<file path="src/rtl/edge_to_flip_pkg.sv">
// -----------------------------------------------------------------------------
// edge_to_flip_pkg
// Shared definitions for the multi-channel edge-to-toggle converter:
//   - edge_mode_t : 2-bit per-channel edge selection
//   - EDGE_*      : encodings of edge_mode_t
//   - edge_accept : maps (mode, rise, fall) to "this edge is accepted"
// -----------------------------------------------------------------------------
package edge_to_flip_pkg;

    typedef logic [1:0] edge_mode_t;

    localparam edge_mode_t EDGE_RISE = 2'b00;
    localparam edge_mode_t EDGE_FALL = 2'b01;
    localparam edge_mode_t EDGE_BOTH = 2'b10;
    localparam edge_mode_t EDGE_NONE = 2'b11;

    // Mode decode shared by every channel. EDGE_NONE never accepts anything.
    function automatic logic edge_accept(input edge_mode_t mode,
                                         input logic       rise,
                                         input logic       fall);
        logic acc;
        acc = 1'b0;
        case (mode)
            EDGE_RISE: acc = rise;
            EDGE_FALL: acc = fall;
            EDGE_BOTH: acc = rise | fall;
            default:   acc = 1'b0;
        endcase
        return acc;
    endfunction

endpackage : edge_to_flip_pkg

</file>
<file path="src/rtl/edge_to_flip_ch.sv">
// -----------------------------------------------------------------------------
// edge_to_flip_ch
// One channel of the edge-to-toggle converter: optional input synchroniser,
// previous-sample register, edge-mode decode, toggle output, one-cycle edge
// pulse and a saturating event counter.
//
// Ports
//   clk      in   clock
//   rstn     in   synchronous active-low reset
//   data_i   in   raw event input
//   en_i     in   channel enable (gates acceptance, not sampling)
//   mode_i   in   edge selection (rise / fall / both / none)
//   clr_i    in   counter clear, level-sampled every cycle
//   flip_o   out  toggles once per accepted edge (registered)
//   pulse_o  out  high for the cycle following an accepted edge (registered)
//   acc_o    out  combinational accepted-edge strobe, for the top-level OR
//   cnt_o    out  saturating count of accepted edges (registered)
// -----------------------------------------------------------------------------
module edge_to_flip_ch
    import edge_to_flip_pkg::*;
#(
    parameter int SYNC_STAGES = 0,
    parameter int CNT_WIDTH   = 16
) (
    input  logic                 clk,
    input  logic                 rstn,
    input  logic                 data_i,
    input  logic                 en_i,
    input  edge_mode_t           mode_i,
    input  logic                 clr_i,
    output logic                 flip_o,
    output logic                 pulse_o,
    output logic                 acc_o,
    output logic [CNT_WIDTH-1:0] cnt_o
);

    localparam logic [CNT_WIDTH-1:0] CNT_MAX = {CNT_WIDTH{1'b1}};

    logic                 d_s;
    logic                 prev_q;
    logic                 rise;
    logic                 fall;
    logic                 acc;
    logic                 flip_q,  flip_d;
    logic                 pulse_q;
    logic [CNT_WIDTH-1:0] cnt_q,   cnt_d;

    // ------------------------------------------------------------------
    // Input synchroniser. With zero stages the input feeds edge detection
    // directly, which keeps the legacy single-cycle latency.
    // ------------------------------------------------------------------
    generate
        if (SYNC_STAGES == 0) begin : g_nosync
            assign d_s = data_i;
        end else begin : g_sync
            logic [SYNC_STAGES-1:0] sync_q;

            // NOTE: sequential state is always assigned with <= so every flop
            // samples the pre-edge value of its neighbour; with = the chain
            // would collapse into a single stage.
            always_ff @(posedge clk) begin
                if (!rstn) begin
                    sync_q <= '0;
                end else begin
                    sync_q[0] <= data_i;
                    for (int k = 1; k < SYNC_STAGES; k++) begin
                        sync_q[k] <= sync_q[k-1];
                    end
                end
            end

            assign d_s = sync_q[SYNC_STAGES-1];
        end
    endgenerate

    // ------------------------------------------------------------------
    // Edge detection. prev tracks the input even while the channel is
    // disabled, so enabling a channel whose input is already high does not
    // manufacture an edge.
    // ------------------------------------------------------------------
    always_ff @(posedge clk) begin
        if (!rstn) begin
            prev_q <= 1'b0;
        end else begin
            prev_q <= d_s;
        end
    end

    assign rise = d_s & ~prev_q;
    assign fall = ~d_s & prev_q;
    assign acc  = en_i & edge_accept(mode_i, rise, fall);

    // ------------------------------------------------------------------
    // Next-state logic for the toggle and the counter.
    // Counter priority: clear-with-edge restarts at 1, plain clear goes to 0,
    // an edge increments unless saturated, otherwise hold.
    // ------------------------------------------------------------------
    always_comb begin
        // NOTE: every always_comb output gets a default first; a path that
        // leaves one unassigned would infer a latch.
        flip_d = flip_q;
        cnt_d  = cnt_q;

        if (acc) begin
            flip_d = ~flip_q;
        end

        if (clr_i && acc) begin
            cnt_d = CNT_WIDTH'(1);
        end else if (clr_i) begin
            cnt_d = '0;
        end else if (acc && (cnt_q != CNT_MAX)) begin
            cnt_d = cnt_q + CNT_WIDTH'(1);
        end
    end

    always_ff @(posedge clk) begin
        if (!rstn) begin
            flip_q  <= 1'b0;
            pulse_q <= 1'b0;
            cnt_q   <= '0;
        end else begin
            flip_q  <= flip_d;
            pulse_q <= acc;
            cnt_q   <= cnt_d;
        end
    end

    assign flip_o  = flip_q;
    assign pulse_o = pulse_q;
    assign acc_o   = acc;
    assign cnt_o   = cnt_q;

endmodule : edge_to_flip_ch

</file>
<file path="src/rtl/edge_to_flip_multi.sv">
// -----------------------------------------------------------------------------
// edge_to_flip_multi
// Multi-channel edge-to-toggle converter. Each channel turns an edge on its
// input into a toggle on its flip output so events survive crossing to slower
// or unrelated consumers. This level only fans the packed vectors out to the
// channels, packs the results back and registers the OR of accepted edges.
//
// Ports
//   clk          in   clock
//   rstn         in   synchronous active-low reset
//   data_in      in   [NUM_CH]            event inputs, bit i = channel i
//   ch_en        in   [NUM_CH]            per-channel enable
//   edge_mode    in   [2*NUM_CH]          channel i at [2i+1:2i]
//                                         (00 rise, 01 fall, 10 both, 11 none)
//   cnt_clr      in   [NUM_CH]            per-channel counter clear
//   flip_output  out  [NUM_CH]            per-channel toggle (registered)
//   edge_pulse   out  [NUM_CH]            one-cycle pulse per accepted edge
//   any_edge     out  1                   registered OR of accepted edges
//   event_cnt    out  [CNT_WIDTH*NUM_CH]  channel i at
//                                         [CNT_WIDTH*(i+1)-1:CNT_WIDTH*i]
// -----------------------------------------------------------------------------
module edge_to_flip_multi
    import edge_to_flip_pkg::*;
#(
    parameter int NUM_CH      = 4,
    parameter int SYNC_STAGES = 0,
    parameter int CNT_WIDTH   = 16
) (
    input  logic                        clk,
    input  logic                        rstn,
    input  logic [NUM_CH-1:0]           data_in,
    input  logic [NUM_CH-1:0]           ch_en,
    input  logic [2*NUM_CH-1:0]         edge_mode,
    input  logic [NUM_CH-1:0]           cnt_clr,
    output logic [NUM_CH-1:0]           flip_output,
    output logic [NUM_CH-1:0]           edge_pulse,
    output logic                        any_edge,
    output logic [CNT_WIDTH*NUM_CH-1:0] event_cnt
);

    logic [NUM_CH-1:0] acc;
    logic              any_edge_q;

    generate
        for (genvar i = 0; i < NUM_CH; i++) begin : g_ch
            edge_to_flip_ch #(
                .SYNC_STAGES (SYNC_STAGES),
                .CNT_WIDTH   (CNT_WIDTH)
            ) u_ch (
                .clk     (clk),
                .rstn    (rstn),
                .data_i  (data_in[i]),
                .en_i    (ch_en[i]),
                .mode_i  (edge_mode_t'(edge_mode[2*i +: 2])),
                .clr_i   (cnt_clr[i]),
                .flip_o  (flip_output[i]),
                .pulse_o (edge_pulse[i]),
                .acc_o   (acc[i]),
                .cnt_o   (event_cnt[CNT_WIDTH*i +: CNT_WIDTH])
            );
        end
    endgenerate

    // Registered alongside edge_pulse so any_edge equals |edge_pulse.
    always_ff @(posedge clk) begin
        if (!rstn) begin
            any_edge_q <= 1'b0;
        end else begin
            any_edge_q <= |acc;
        end
    end

    assign any_edge = any_edge_q;

endmodule : edge_to_flip_multi

</file>
<file path="config.mk">
export PLATFORM = sky130hd
export DESIGN_NAME = edge_to_flip_multi
export DESIGN_NICKNAME = d
export VERILOG_FILES = /design/src/rtl/edge_to_flip_pkg.sv /design/src/rtl/edge_to_flip_ch.sv /design/src/rtl/edge_to_flip_multi.sv
export SDC_FILE = /design/constraint.sdc
export NUM_CORES = 1
export LEC_CHECK = 0
export ABC_AREA = 1
export CORE_MARGIN = 2
export CORE_UTILIZATION = 35
export CTS_BUF_LIST = sky130_fd_sc_hd__clkbuf_16
export DETAILED_ROUTE_END_ITERATION = 8
export GPL_ROUTABILITY_DRIVEN = 0
export PLACE_DENSITY = 0.65
export SLEW_MARGIN = 30
export SYNTH_ARGS = -nofsm -noshare
export SYNTH_HDL_FRONTEND = slang
export SYNTH_SLANG_ARGS = --single-unit
</file>
<file path="constraint.sdc">
create_clock -name clk -period 2.38 [get_ports clk]
set_input_delay 0.714 -clock clk [delete_from_list [all_inputs] [get_ports clk]]
set_output_delay 0.714 -clock clk [all_outputs]
set_load 0.005 [all_outputs]
</file>
After elaboration in Yosys (flattened, before gate mapping)

Index checks and enable logic that the tools add are counted.

Bits of input ports: 22
Output and inout port bits: 73
Register bits after elaboration: 77
Logic and storage cells: 103

Reductions and logical operators: 21
Multiplexer cells: 16
Equal/unequal tests: 12
Bitwise operators: 29
Add/subtract/negate cells: 4

Operators by type and width:

| kind                                                            | count |
|---|---|
| 16-bit by 1-bit adder with 16-bit output, second input constant | 4 |
| 16-bit != test, second input constant                           | 4 |
| 1-bit inverter                                                  | 13 |
| 1-bit bitwise AND                                               | 12 |
| 1-bit two-way mux                                               | 12 |
| 1-bit case mux with 3 select lines                              | 4 |
| 3-bit nonzero test                                              | 4 |
| 3-bit OR reduction                                              | 4 |
| 2-bit by 1-bit == test with 1-bit output, second input constant | 4 |
| 2-bit == test, second input constant                            | 4 |
| 1-bit logical AND                                               | 8 |
| 2-bit zero test                                                 | 4 |
| 1-bit bitwise OR                                                | 4 |
| 4-bit OR reduction                                              | 1 |

Longest topological paths before layout

Depth in word-level cells: 9
Mapped depth: 12
Gate-level depth less buffers: 11

Cells and area by module

From an unflattened synthesis, not the netlist that was laid out.

Cells, all modules: 693
Area total of the unflattened synthesis: 4390.5 µm²

By module, submodules not included:

| module             | instances | sequential area each (µm²) | cells an instance | area each (µm²) |
|---|---|---|---|---|
| edge_to_flip_ch    | 4         | 380.4                      | 172               | 1088.5 |
| edge_to_flip_multi | 1         | 20.0                       | 5                 | 36.3 |

Least setup slack after synthesis

OpenSTA, ideal clock, no wires.

Path kind: input port to flip-flop
Start point: input data_in[3]
End point: register g_ch[3].u_ch.cnt_q[1]
Arrival time: 1.848 ns
Data required time: 2.264 ns
Stages on the path: 11
Path buffers: 1
Slack: 0.416 ns
Path through: inv_1 -> ha_1 -> nand2_1 -> nand3_1 -> nand2_1 -> nand2_1 -> nor2_4 -> clkinv_2 -> buf_12 -> nor2_1 -> nor2_1

Longest elaborated chain between the ends: 7
Elaborated cells between the ends (all ways): 9
Classes of those cells: 1 x mux; 5 x bitwise; 3 x reduce/logical

RTL lines:

| item                                 | line                     | source |
|---|---|---|
| start: declaration                   | edge_to_flip_multi.sv:31 | `input logic [NUM_CH-1:0] data_in,` |
| 1-bit inverter                       | edge_to_flip_ch.sv:90    | `assign fall = ~d_s & prev_q;` |
| 1-bit bitwise AND                    | edge_to_flip_ch.sv:90    |  |
| 1-bit bitwise OR                     | edge_to_flip_pkg.sv:26   | `EDGE_BOTH: acc = rise \| fall;` |
| 1-bit case mux with 3 select lines * | edge_to_flip_pkg.sv:23   | `case (mode)` |
| 1-bit bitwise AND *                  | edge_to_flip_ch.sv:91    | `assign acc = en_i & edge_accept(mode_i, rise, fall);` |
| 1-bit logical AND                    | edge_to_flip_ch.sv:108   | `if (clr_i && acc) begin` |
| 3-bit OR reduction (no line)         | -                        |  |
| end signal: assignment               | edge_to_flip_ch.sv:125   | `cnt_q <= cnt_d;` |
| end: declaration                     | edge_to_flip_ch.sv:46    | `logic [CNT_WIDTH-1:0] cnt_q, cnt_d;` |

Every way passes the cells marked *; elsewhere a longest branch is shown, timed or not.
A chain may end at the register's enable or synchronous reset.

Worst setup path in the final report

Start point: input data_in[0]
End point: register g_ch[0].u_ch.cnt_q[8]

Longest elaborated chain between the ends: 7
Elaborated cells between the ends (all ways): 9
Classes of those cells: 1 x mux; 5 x bitwise; 3 x reduce/logical

RTL lines:

| item                                 | line |
|---|---|
| 1-bit inverter                       | edge_to_flip_ch.sv:90 |
| 1-bit bitwise AND                    | edge_to_flip_ch.sv:90 |
| 1-bit bitwise OR                     | edge_to_flip_pkg.sv:26 |
| 1-bit case mux with 3 select lines * | edge_to_flip_pkg.sv:23 |
| 1-bit bitwise AND *                  | edge_to_flip_ch.sv:91 |
| 1-bit logical AND                    | edge_to_flip_ch.sv:108 |
| 3-bit OR reduction (no line)         | - |
| end signal: assignment               | edge_to_flip_ch.sv:125 |
| end: declaration                     | edge_to_flip_ch.sv:46 |

Marked as above.

==> reports/metrics.yaml <==
required_ps: 2650
yosys.cell_types.count: 28
top_level_ports: 95
timing.final.hold_violations: 0
port_buffers: 94
clock_sinks: 77
postSynth.topFlopCell: "dfxtp_1"
global_route.overflow_total: 0
timing.hold.worst.class: "reg2reg"
routed-via-count: 4921
layout_commonest_cell: "nand2_1"
timing_worst_setup_path_type: "in2reg"
synth.yosys.warnings: 0
max_slew_margin_pct: 61.99
power.leakage_nw: 2.420
run_status: "finished, final reports clean"
fin_setup_tns_ps: 0
finalWorstSetupSlack_ps: 212.0
netlist_area_mm2: 0.004847
die-height_um: 121.7
syn_inst: 767
tritoncts_clock_tree: "yes"
cp_common_cell: "nand2_1"
worst_path_max_delay_cell: "clkdlybuf4s50_1"
type_of_element_capturing_the_critical_path: "flip-flop"
final_cell_mix: "nand2_1 (247), nor2_1 (110), clkdlybuf4s50_1 (94)"
globalRouteTotalUtil_pct: 17.19
synth-edff-count: 0
count_of_final_max_slew_check_failures: 0
dp_hpwl_mm: 9.124
critical-path-max-stage-delay_ps: 470
path_buf_inv: 3
cts-htree-levels: 3
worst_skew_pair.late_latency_ps: 340
floorplan.initialDensity_pct: 35.33
drt_first_iter_violations: 238
route.detailed.drc: 0
largest_delay_contributor_family_on_the_critical_path: "buffers and inverters"
detailedRoute.firstPassIterationCount: 6
placed_cell_area_mm2: 0.006087
routed_via_density: 4.629
postSynthRegisterBits: 77
synth.net_count: 801
peakVddDrop_v: 0.0002906
critPathMaxFanout: 8
core_area_mm2: 0.01372
finalClockSkew_ps: 6.264
setup_violations: 0
cp.arrival_ps: 2430
postCtsSetupRepairBufs: 0
cts-root-buf: "clkbuf_16"
filler_cell_count: 1434
worst-slew-pin-transition_ps: 569.5
finalCritPeriodShare_pct: 91.09
synth_area_per_cell_um2: 6.320
placement_rows: 43
post_route_cells_drive_above_1_share_pct: 12.23
yosysSeqAreaShare_pct: 31.80
dieWidth_um: 121.7
cts_buffers: 9
cellPowerDensity_mw_per_mm2: 478.2
postRouteWirelength_mm: 12.30
max_freq_mhz: 461.3
antenna_found_initial: 1
cap_violations: 0
stdcell_area_mm2: 0.006394
pre_cts_slack_ps: -164.9
cts.hold.buffers_added: 0
unrepaired_setup_endpoints_after_global_routing: "no"
grt_max_degree: 15
first_global_vias: 4341
grt_pass1_wl_mm: 20.47
remaining_number_of_nets_flagged_by_the_antenna_check_after_routing: 0
die-area_mm2: 0.01481
antenna_cells_inserted: 0
post_cts.resized_instances: 0
max-clock-path-buffers: 2
r2r_setup_slack_ps: 540
chain_of_cells_forming_the_critical_path: "clkdlybuf4s50_1, inv_1, ha_1, nand2_1, nand3_1, nand2_1, nand2_1, nor2_2, buf_4, nand2_1, a21oi_1"
finalCriticalPeriod_ps: 2168
avgRoutedWirePerCell_um: 11.57
clkTransAtPathRegs_ps: 60
design.final.nets: 912
crit_path_start_kind: "input pin"
area_growth_syn_to_layout_pct: 31.90
postSynth.asyncResetShare_pct: 0
==> final timing paths <==
kind                            cells after the start                                  to                               start
worst min register to register                      1    g_ch[1].u_ch.flip_o$_SDFFE_PN0P_    g_ch[1].u_ch.flip_o$_SDFFE_PN0P_
worst min-delay path                                1    g_ch[1].u_ch.flip_o$_SDFFE_PN0P_    g_ch[1].u_ch.flip_o$_SDFFE_PN0P_
worst max register to register                      9  g_ch[1].u_ch.cnt_o[1]$_SDFFE_PP0P_  g_ch[1].u_ch.cnt_o[0]$_SDFFE_PN0P_
worst max-delay path                               11  g_ch[0].u_ch.cnt_o[8]$_SDFFE_PP0P_                          data_in[0]
==> Yosys cell counts (7+ instances only) <==
| master | n | area [um^2] |
|---|---|---|
| a21oi_1 | 43 | 215.2 |
| a21oi_2 | 20 | 175.2 |
| buf_4 | 10 | 75.07 |
| dfxtp_1 | 77 | 1541 |
| ha_1 | 12 | 150.1 |
| inv_1 | 83 | 311.6 |
| inv_2 | 7 | 26.28 |
| nand2_1 | 247 | 927.1 |
| nand2_2 | 21 | 131.4 |
| nand3_1 | 40 | 200.2 |
| nand4_1 | 19 | 118.9 |
| nor2_1 | 110 | 412.9 |
| nor2_4 | 8 | 90.09 |
| o21ai_0 | 28 | 140.1 |
| xnor2_1 | 8 | 70.07 |
==> final cells by class <==
| type | count | area, um^2 | area share [%] |
|---|---|---|---|
| Clock inverter | 7 | 81.33 | 1.272 |
| Multi-Input combinational cell | 576 | 2770 | 43.33 |
| Sequential cell | 77 | 1541 | 24.11 |
| Timing Repair Buffer | 122 | 1201 | 18.79 |
| Clock buffer | 9 | 225.2 | 3.523 |
| Inverter | 92 | 349.1 | 5.460 |
| Tap cell | 180 | 225.2 | 3.523 |
==> cell families after synthesis <==
family                     after synthesis  share of synthesized area (%)
DFF                                     77                          31.80
and+or+nand+nor                        455                          40.17
AOI/OAI and AO/OA                      100                          12.26
xor gates and xnor gates                 9                          1.626
adders and majority gates               12                          3.097
buffers and inverters                  114                          11.05
==> state kept, by name (all words and copies together), names as in the netlist <==
| register | count |
|---|---|
| g_ch.u_ch.pulse_o | 4 |
| g_ch.u_ch.prev_q | 4 |
| g_ch.u_ch.flip_o | 4 |
| g_ch.u_ch.cnt_o | 64 |
| any_edge | 1 |
==> where the power goes <==
part,switching [mW],total [mW],internal [mW]
registers,0.0184,1.33,1.31
clock network,0.549,1.45,0.904
logic,0.144,0.279,0.135
==> metal layers <==
| metal | wire length (um) | part of all wire [%] | up-vias | track usage, % |
|---|---|---|---|---|
| li1 | - | - | 2635 | - |
| met1 | 5926 | 48 | 2182 | 22.44 |
| met2 | 5619 | 46 | 86 | 27.67 |
| met3 | 520 | 4.2 | 16 | 3.418 |
| met4 | 223 | 1.8 | 2 | 7.328 |
| met5 | 11 | 0.089 | - | 0 |
==> through the flow <==
stage / total power, mW / util [%] / hold slack [ps] / instances
2_1_floorplan: 1.505 / - / 423.0 / 767
3_3_place_gp: 1.635 / 44.37 / 434.0 / 1047
3_5_place_dp: 1.638 / 44.37 / 441.7 / 1047
4_1_cts: 3.104 / 46.60 / 449.3 / 1063
5_1_grt: 3.186 / 46.60 / 467.8 / 1063
6_report: 3.058 / 46.60 / 444.5 / 1063
Note: power is estimated with default switching activity, not from simulation.
